[src/rtl/tdm_demux_ctrl.sv]
// tdm_demux_ctrl: round-robin TDM scheduler driving 1-to-N demux selects with one-hot strobes and frame markers
module tdm_demux_ctrl #(
    parameter int N_CH  = 8,
    parameter int SEL_W = 3,
    parameter int DW    = 1
) (
    input  logic             clk,
    input  logic             rst_n,
    input  logic             start,
    input  logic             stop,
    input  logic [N_CH-1:0]  ch_mask,
    input  logic             in_valid,
    input  logic [DW-1:0]    in_data,
    output logic             in_ready,
    output logic [SEL_W-1:0] sel,
    output logic [DW-1:0]    out_data,
    output logic [N_CH-1:0]  ch_strobe,
    output logic             frame_done,
    output logic [7:0]       frame_cnt,
    output logic             busy,
    output logic             err
);
    typedef enum logic {IDLE, RUN} state_t;

    state_t           state, state_d;
    logic [N_CH-1:0]  mask_q, mask_d;
    logic             stop_pend, stop_d;
    logic [SEL_W-1:0] sel_d;
    logic [DW-1:0]    out_data_d;
    logic [N_CH-1:0]  strobe_d;
    logic             fd_d, err_d, last_beat;
    logic [7:0]       cnt_d;

    function automatic logic [SEL_W-1:0] lowest(input logic [N_CH-1:0] m);
        logic [SEL_W-1:0] r;
        r = '0;
        for (int i = N_CH - 1; i >= 0; i--) if (m[i]) r = SEL_W'(i);
        return r;
    endfunction

    function automatic logic [SEL_W-1:0] highest(input logic [N_CH-1:0] m);
        logic [SEL_W-1:0] r;
        r = '0;
        for (int i = 0; i < N_CH; i++) if (m[i]) r = SEL_W'(i);
        return r;
    endfunction

    // N_CH is a power of two, so the SEL_W-bit add wraps naturally past N_CH-1
    function automatic logic [SEL_W-1:0] next_bit(input logic [N_CH-1:0] m, input logic [SEL_W-1:0] s);
        logic [SEL_W-1:0] r, idx;
        r = s;
        for (int i = N_CH - 1; i >= 1; i--) begin
            idx = s + SEL_W'(i);
            if (m[idx]) r = idx;
        end
        return r;
    endfunction

    assign in_ready  = (state == RUN);
    assign busy      = (state == RUN);
    assign last_beat = (sel == highest(mask_q));

    always_comb begin
        state_d    = state;
        sel_d      = sel;
        mask_d     = mask_q;
        stop_d     = stop_pend;
        out_data_d = out_data;
        strobe_d   = '0;
        fd_d       = 1'b0;
        cnt_d      = frame_cnt;
        err_d      = 1'b0;
        if (state == IDLE) begin
            if (start && ch_mask != '0) begin
                mask_d  = ch_mask;
                sel_d   = lowest(ch_mask);
                stop_d  = stop;
                state_d = RUN;
            end else if (start) begin
                err_d = 1'b1;
            end
        end else begin
            if (stop) stop_d = 1'b1;
            if (in_valid) begin
                out_data_d = in_data;
                strobe_d   = {{(N_CH-1){1'b0}}, 1'b1} << sel;
                sel_d      = next_bit(mask_q, sel);
                if (last_beat) begin
                    fd_d   = 1'b1;
                    cnt_d  = frame_cnt + 8'd1;
                    mask_d = ch_mask;
                    sel_d  = lowest(ch_mask);
                    if (ch_mask == '0 || stop_pend || stop) begin
                        state_d = IDLE;
                        sel_d   = '0;
                        stop_d  = 1'b0;
                    end
                end
            end
        end
    end

    always_ff @(posedge clk or negedge rst_n) begin
        if (!rst_n) begin
            state      <= IDLE;
            sel        <= '0;
            mask_q     <= '0;
            stop_pend  <= 1'b0;
            out_data   <= '0;
            ch_strobe  <= '0;
            frame_done <= 1'b0;
            frame_cnt  <= '0;
            err        <= 1'b0;
        end else begin
            state      <= state_d;
            sel        <= sel_d;
            mask_q     <= mask_d;
            stop_pend  <= stop_d;
            out_data   <= out_data_d;
            ch_strobe  <= strobe_d;
            frame_done <= fd_d;
            frame_cnt  <= cnt_d;
            err        <= err_d;
        end
    end
endmodule

[config.mk]
export PLATFORM = sky130hd
export DESIGN_NAME = tdm_demux_ctrl
export DESIGN_NICKNAME = d
export VERILOG_FILES = /design/src/rtl/tdm_demux_ctrl.sv
export SDC_FILE = /design/constraint.sdc
export NUM_CORES = 1
export LEC_CHECK = 0
export CAP_MARGIN = 20
export CORE_MARGIN = 4
export CORE_UTILIZATION = 53
export CTS_BUF_LIST = sky130_fd_sc_hd__clkbuf_16
export CTS_CLUSTER_SIZE = 16
export DETAILED_ROUTE_END_ITERATION = 8
export HOLD_SLACK_MARGIN = 0.08
export PLACE_DENSITY = 0.89
export SLEW_MARGIN = 5
export SYNTH_ARGS = -nofsm -noshare
export SYNTH_HDL_FRONTEND = slang
export SYNTH_SLANG_ARGS = --single-unit
[constraint.sdc]
create_clock -name clk -period 3.9 [get_ports clk]
set_input_delay 0.78 -clock clk [delete_from_list [all_inputs] [get_ports clk]]
set_output_delay 0.78 -clock clk [all_outputs]
set_load 0.02 [all_outputs]
==> flow_summary_export.csv, run 1 <==
group,metric,value,unit
run_status,outcome,"finished, final reports clean",
die,pin_count,38,
worst_setup_path,critPathCaptureType,"register",
worst_setup_path,worst_setup_path_start_kind,"register",
power_and_ir_drop,p_leak,1.19,nW
logic_synthesis,synth_warnings,0,
worst_setup_path,r2r_slack,650,ps
global_route,overflow,0,
clocking,cts_tree,"done",
worst_setup_path,ff2ff_path_depth,9,
die,coreArea,4030,um2
clocking,h-tree-depth,2,
die,start_util,55.4,%
layout,final_cell_mix,"clkdlybuf4s50_1, dfrtp_1, nand2_1",
drt,finalWirelength,5600,um
placed_design,gp_congestion,1.00,
clocking,clockBufferDepth,2,
global_route,grtUsageTotal,23.6,%
die,dieWidth,72.9,um
logic_synthesis,synth_flop_cell,"dfrtp_1",
flow_run,drv_cap,0,
placed_design,portBuffers,37,
worst_hold_path,min-delay-start,"frame_cnt[7]",
worst_setup_path,r2r-start,"sel[0]",
drt,drt_iter0_drc,175,
worst_setup_path,cp_data_arrival_time,3410,ps
placed_design,pre_cts_slack,671,ps
sta,fin_skew,4.53,ps
worst_hold_path,hold-path-cell-count,1,
sta,rsz0062_at_grt,"false",
layout,finalNetCount,282,
drt,ant_nets,0,
logic_synthesis,synthDistinctLibCells,58,
logic_synthesis,synth-seq-cells,32,
power_and_ir_drop,ir_drop,495,uV
layout,fin_area,2810,um2
layout,syn2layout_area_growth,25.8,%
sta,finalSetupViolCount,0,
logic_synthesis,synth_edf_count,0,
layout,layout_commonest_cell,"clkdlybuf4s50_1",
drt,drc,0,
clocking,clk_pin_slew,50,ps
worst_setup_path,crit-reg2reg-capture,"sel[1]",
global_route,grt_pass1_vias,1856,
worst_hold_path,worstHoldEndpoint,"frame_cnt[7]",
drt,drt-vias-per-instance,6.22,
logic_synthesis,ys_seq_area_share,35.9,%
logic_synthesis,async_flop_share,100,%
global_route,grt_max_degree,33,
sta,post-route-period-util,83.4,%
logic_synthesis,avgSynthCellArea,10.0,um2
sta,hold_viol_final,0,
clocking,clock-sinks,32,
clocking,postCtsSetupRepairBufs,0,
sta,worst_pin_slew,668,ps
logic_synthesis,synth_area,2230,um2
worst_hold_path,min_path_type,"register to register",
drt,wl_per_cell,18.0,um
clocking,cts_buffers,5,
die,num_rows,23,
sta,setup_ws,649,ps
layout,n_antenna_cell,0,
global_route,grt_pass1_wl,9470,um
worst_setup_path,crit_start,"sel[0]",
worst_setup_path,crit_required,4060,ps
sta,fmax,308,MHz
clocking,cts-root-buf,"clkbuf_16",
power_and_ir_drop,p_per_area,1010,nW/um2
logic_synthesis,syn-num-nets,244,
sta,finalCriticalPeriod,3250,ps
clocking,cts-hold-fix-buffers,0,
logic_synthesis,syn_inst,222,
sta,final_max_slew_viol_count,0,
global_route,grt_antenna_before_repair,0,
sta,maxSlewHeadroom,55.5,%
placed_design,dp_hpwl,3940,um
clocking,clock_latency,290,ps
layout,layout-drive-gt1-share,13.8,%
clocking,cts_resized,0,
die,die-area,5310,um2
worst_setup_path,path_class,"register to register",
die,chipHeight,72.9,um
worst_setup_path,crit_fanout,9,
drt,vias,1935,
drt,first_pass_iters,4,
placed_design,place_area,2640,um2
sta,fin_setup_tns,0,ps
-- critical path: stages, from the launching register on --
cell	delay (ps)
dfrtp_1	360
inv_2	80
ha_1	520
mux2_2	420
mux4_2	510
or4_4	530
a21boi_1	170
o31ai_4	230
mux2i_1	210
o211ai_1	100
-- registers in the layout, indices dropped and copies added (netlist names) --
signal      cells
ch_strobe       8
stop_pend       1
out_data        1
err             1
mask_q          8
sel             3
busy            1
frame_done      1
frame_cnt       8
-- area by class of cell --
type                       instances  area, um2
multi-input combinational        169       1330
tap                               50       62.6
fill                             306       1220
timing repair buffer              42        408
clock inverter                     3       42.5
inverter                          10       37.5
clock buffer                       5        125
sequential                        32        801
-- worst max path at each step --
stage / endpoint / slack [ps] / cells past startpoint
2_1_floorplan: sel[1] / 480 / 11
3_3_place_gp: sel[1] / 790 / 9
3_5_place_dp: sel[1] / 670 / 9
4_1_cts: sel[1] / 670 / 9
5_1_grt: sel[1] / 510 / 9
6_report: sel[1] / 650 / 9
-- synthesized netlist by cell type (all sizes together) (6+ instances only) --
cell type  count  area [um2]
dfrtp         32         801
buf            6        42.5
a21oi          6        30.0
nand2         23        86.3
xnor2          8        70.1
o21ai          6        30.0
nor3           7        40.0
inv           10        37.5
mux4           9         206
ha             8         100
mux2          17         191
nand3          7        35.0
nor2          19        71.3
-- layer usage --
| metal | track usage [%] | vias up | share of wire [%] |
|---|---|---|---|
| met4 | 7.38 | 0 | 2.3 |
| met1 | 30.4 | 940 | 40 |
| li1 | - | 894 | - |
| met2 | 38.7 | 86 | 50 |
| met5 | 0 | - | 0 |
| met3 | 6.47 | 15 | 7.7 |
-- metrics by stage --
step	utilization [%]	power [mW]	cells	hold slack, ps
finish	69.7	2.84	311	486
global route	69.7	3.03	311	519
CTS	69.7	2.83	311	482
detailed placement	65.5	2.36	303	470
global placement	65.5	2.29	303	462
floorplan	-	1.93	222	484
-- power breakdown --
part           internal (mW)  leakage [nW]  total (mW)  switching, mW
Combinational          0.834         0.706        1.80          0.966
Clock                  0.300        0.0798       0.445          0.146
Sequential             0.437         0.409       0.595          0.159
Total                   1.57          1.19        2.84           1.27
-- cell families after synthesis --
group	count (synthesis)	synth area share (%)
adders and majority gates	8	4.49
xor gates and xnor gates	10	3.93
and+or+nand+nor	78	17.2
buffers and inverters	21	4.49
DFF	32	35.9
AOI/OAI and AO/OA	42	13.9
muxes	31	20.1
Note: power is estimated with default switching activity, not from simulation.
==> run 2: changes to the inputs <==
- CORE_UTILIZATION: 53 -> 48
- PLACE_DENSITY: 0.89 -> 0.85
- clock period: 3.9 -> 2.8 ns (I/O delays scaled with it)
==> flow_summary_export.csv, run 2 (same netlist as run 1, synthesis figures left out) <==
group,metric,value,unit
worst_setup_path,cp_slowest_cell,"mux4_2",
clocking,cts_buffers,5,
global_route,grtUsageTotal,21.2,%
sta,hold_viol_final,0,
drt,drt-vias-per-instance,6.09,
run_status,outcome,"finished, violations left",
sta,setup_ws,-164,ps
sta,fmax,337,MHz
drt,drc,0,
layout,final_cell_mix,"clkdlybuf4s50_1, dfrtp_1, buf_4",
placed_design,dp_hpwl,4220,um
die,dieWidth,76.2,um
placed_design,dpl.cell_count,324,
power_and_ir_drop,total_power,4.51,mW
run_status,violations,"negative setup slack",
sta,finalSetupViolCount,1,
worst_setup_path,crit_fanout,7,
power_and_ir_drop,ir_drop,687,uV
drt,wl_per_cell,17.7,um
worst_setup_path,cp_data_arrival_time,3100,ps
clocking,clk_pin_slew,50,ps
sta,rsz0062_at_grt,"true",
global_route,grt_pass1_vias,2135,
die,die-area,5800,um2
layout,biggestRegsByFlops,"ch_strobe: 8 flops, frame_cnt: 8 flops, mask_q: 8 flops",
drt,finalWirelength,5890,um
drt,first_pass_iters,4,
sta,worst_pin_slew,509,ps
clocking,h-tree-depth,2,
worst_setup_path,critPathCaptureType,"register",
global_route,grt_pass1_wl,10100,um
sta,maxSlewHeadroom,65.7,%
global_route,grt_max_degree,33,
die,pin_count,38,
sta,timing.hold.ws,481,ps
worst_setup_path,crit_chain,"inv_6 -> ha_4 -> mux4_2 -> mux2_4 -> or4_4 -> a21boi_4 -> o31ai_4 -> mux2i_1 -> o211ai_1",
worst_setup_path,crit_required,2940,ps
worst_setup_path,max_stage_delay,540,ps
sta,final_max_slew_viol_count,0,
placed_design,portBuffers,37,
layout,n_antenna_cell,0,
worst_setup_path,crit_buf_inv,1,
placed_design,gp_congestion,0.909,
clocking,cts-hold-fix-buffers,0,
worst_setup_path,cpLargestDelayFamily,"multiplexers",
worst_hold_path,min_path_type,"register to register",
clocking,cts-root-buf,"clkbuf_16",
die,chipHeight,76.2,um
sta,fin_setup_tns,-164,ps
layout,layout_commonest_cell,"clkdlybuf4s50_1",
sta,post-route-period-util,106,%
drt,ant_nets,0,
global_route,grt_antenna_before_repair,0,
layout,final_cells,332,
drt,drt_iter0_drc,145,
power_and_ir_drop,p_leak,1.32,nW
layout,syn2layout_area_growth,34.9,%
layout,finalNetCount,301,
sta,fin_skew,6.56,ps
global_route,overflow,0,
drt,vias,2023,
worst_setup_path,worst_setup_path_start_kind,"register",
clocking,clockBufferDepth,2,
clocking,cts_tree,"done",
die,coreArea,4410,um2
clocking,clock-sinks,32,
die,num_rows,24,
flow_run,drv_cap,0,
die,start_util,50.5,%
sta,finalCriticalPeriod,2960,ps
clocking,clock_latency,280,ps
layout,layout-drive-gt1-share,22.9,%
worst_setup_path,path_class,"register to register",
power_and_ir_drop,p_per_area,1500,nW/um2
[run 2: changes by cell type in the layout (fill, tap and decap cells not counted), sizes merged]
cell	change
buf	+19
clkinvlp	-1
inv	+1
[run 2: layout make-up]
cell class,instances,area [um2]
clock buffer,5,125
timing repair buffer,61,551
clock inverter,3,38.8
sequential,32,803
tap,52,65.1
multi-input combinational,169,1390
fill,321,1400
inverter,10,42.5
[run 2: metal layers]
| metal | vias up | GRT usage [%] | wire (um) |
|---|---|---|---|
| met1 | 972 | 24.7 | 2300 |
| met5 | - | 0 | 0 |
| met4 | 0 | 12.2 | 264 |
| met3 | 28 | 3.90 | 415 |
| li1 | 928 | - | - |
| met2 | 95 | 36.0 | 2910 |
[run 2: worst paths after layout]
kind / start / endpoint / slack, ps / depth (start not counted)
worst max-delay path: sel[1] / sel[1] / -160 / 9
worst min register to register: frame_cnt[7] / frame_cnt[7] / 480 / 1
max in group asynchronous: rst_n / sel[1] / 1810 / 2
worst max register to register: sel[1] / sel[1] / -160 / 9
worst min-delay path: frame_cnt[7] / frame_cnt[7] / 480 / 1
min in group asynchronous: rst_n / sel[0] / 680 / 2
[run 2: repair_timing]
| action | CTS | global route |
|---|---|---|
| endpoints found under the hold margin | 0 | 0 |
| setup buffers | 0 | 0 |
| resized for setup | 0 | 2 |
| pin swaps | 3 | 2 |
| setup endpoints to repair | 1 | 3 |
[run 2: report_power, final]
| group | switching (mW) | total, mW | internal [mW] |
|---|---|---|---|
| clock network | 0.192 | 0.606 | 0.414 |
| registers | 0.236 | 0.847 | 0.611 |
| logic | 1.51 | 3.05 | 1.55 |
[run 2: per-stage QoR]
stage          setup slack, ps  area, um2  util, %
3_3_place_gp             -83.5       2830     64.1
4_1_cts                   -166       2990     67.8
5_1_grt                   -214       3010     68.2
6_report                  -164       3010     68.2
2_1_floorplan             -405       2280        -
3_5_place_dp              -189       2830     64.1
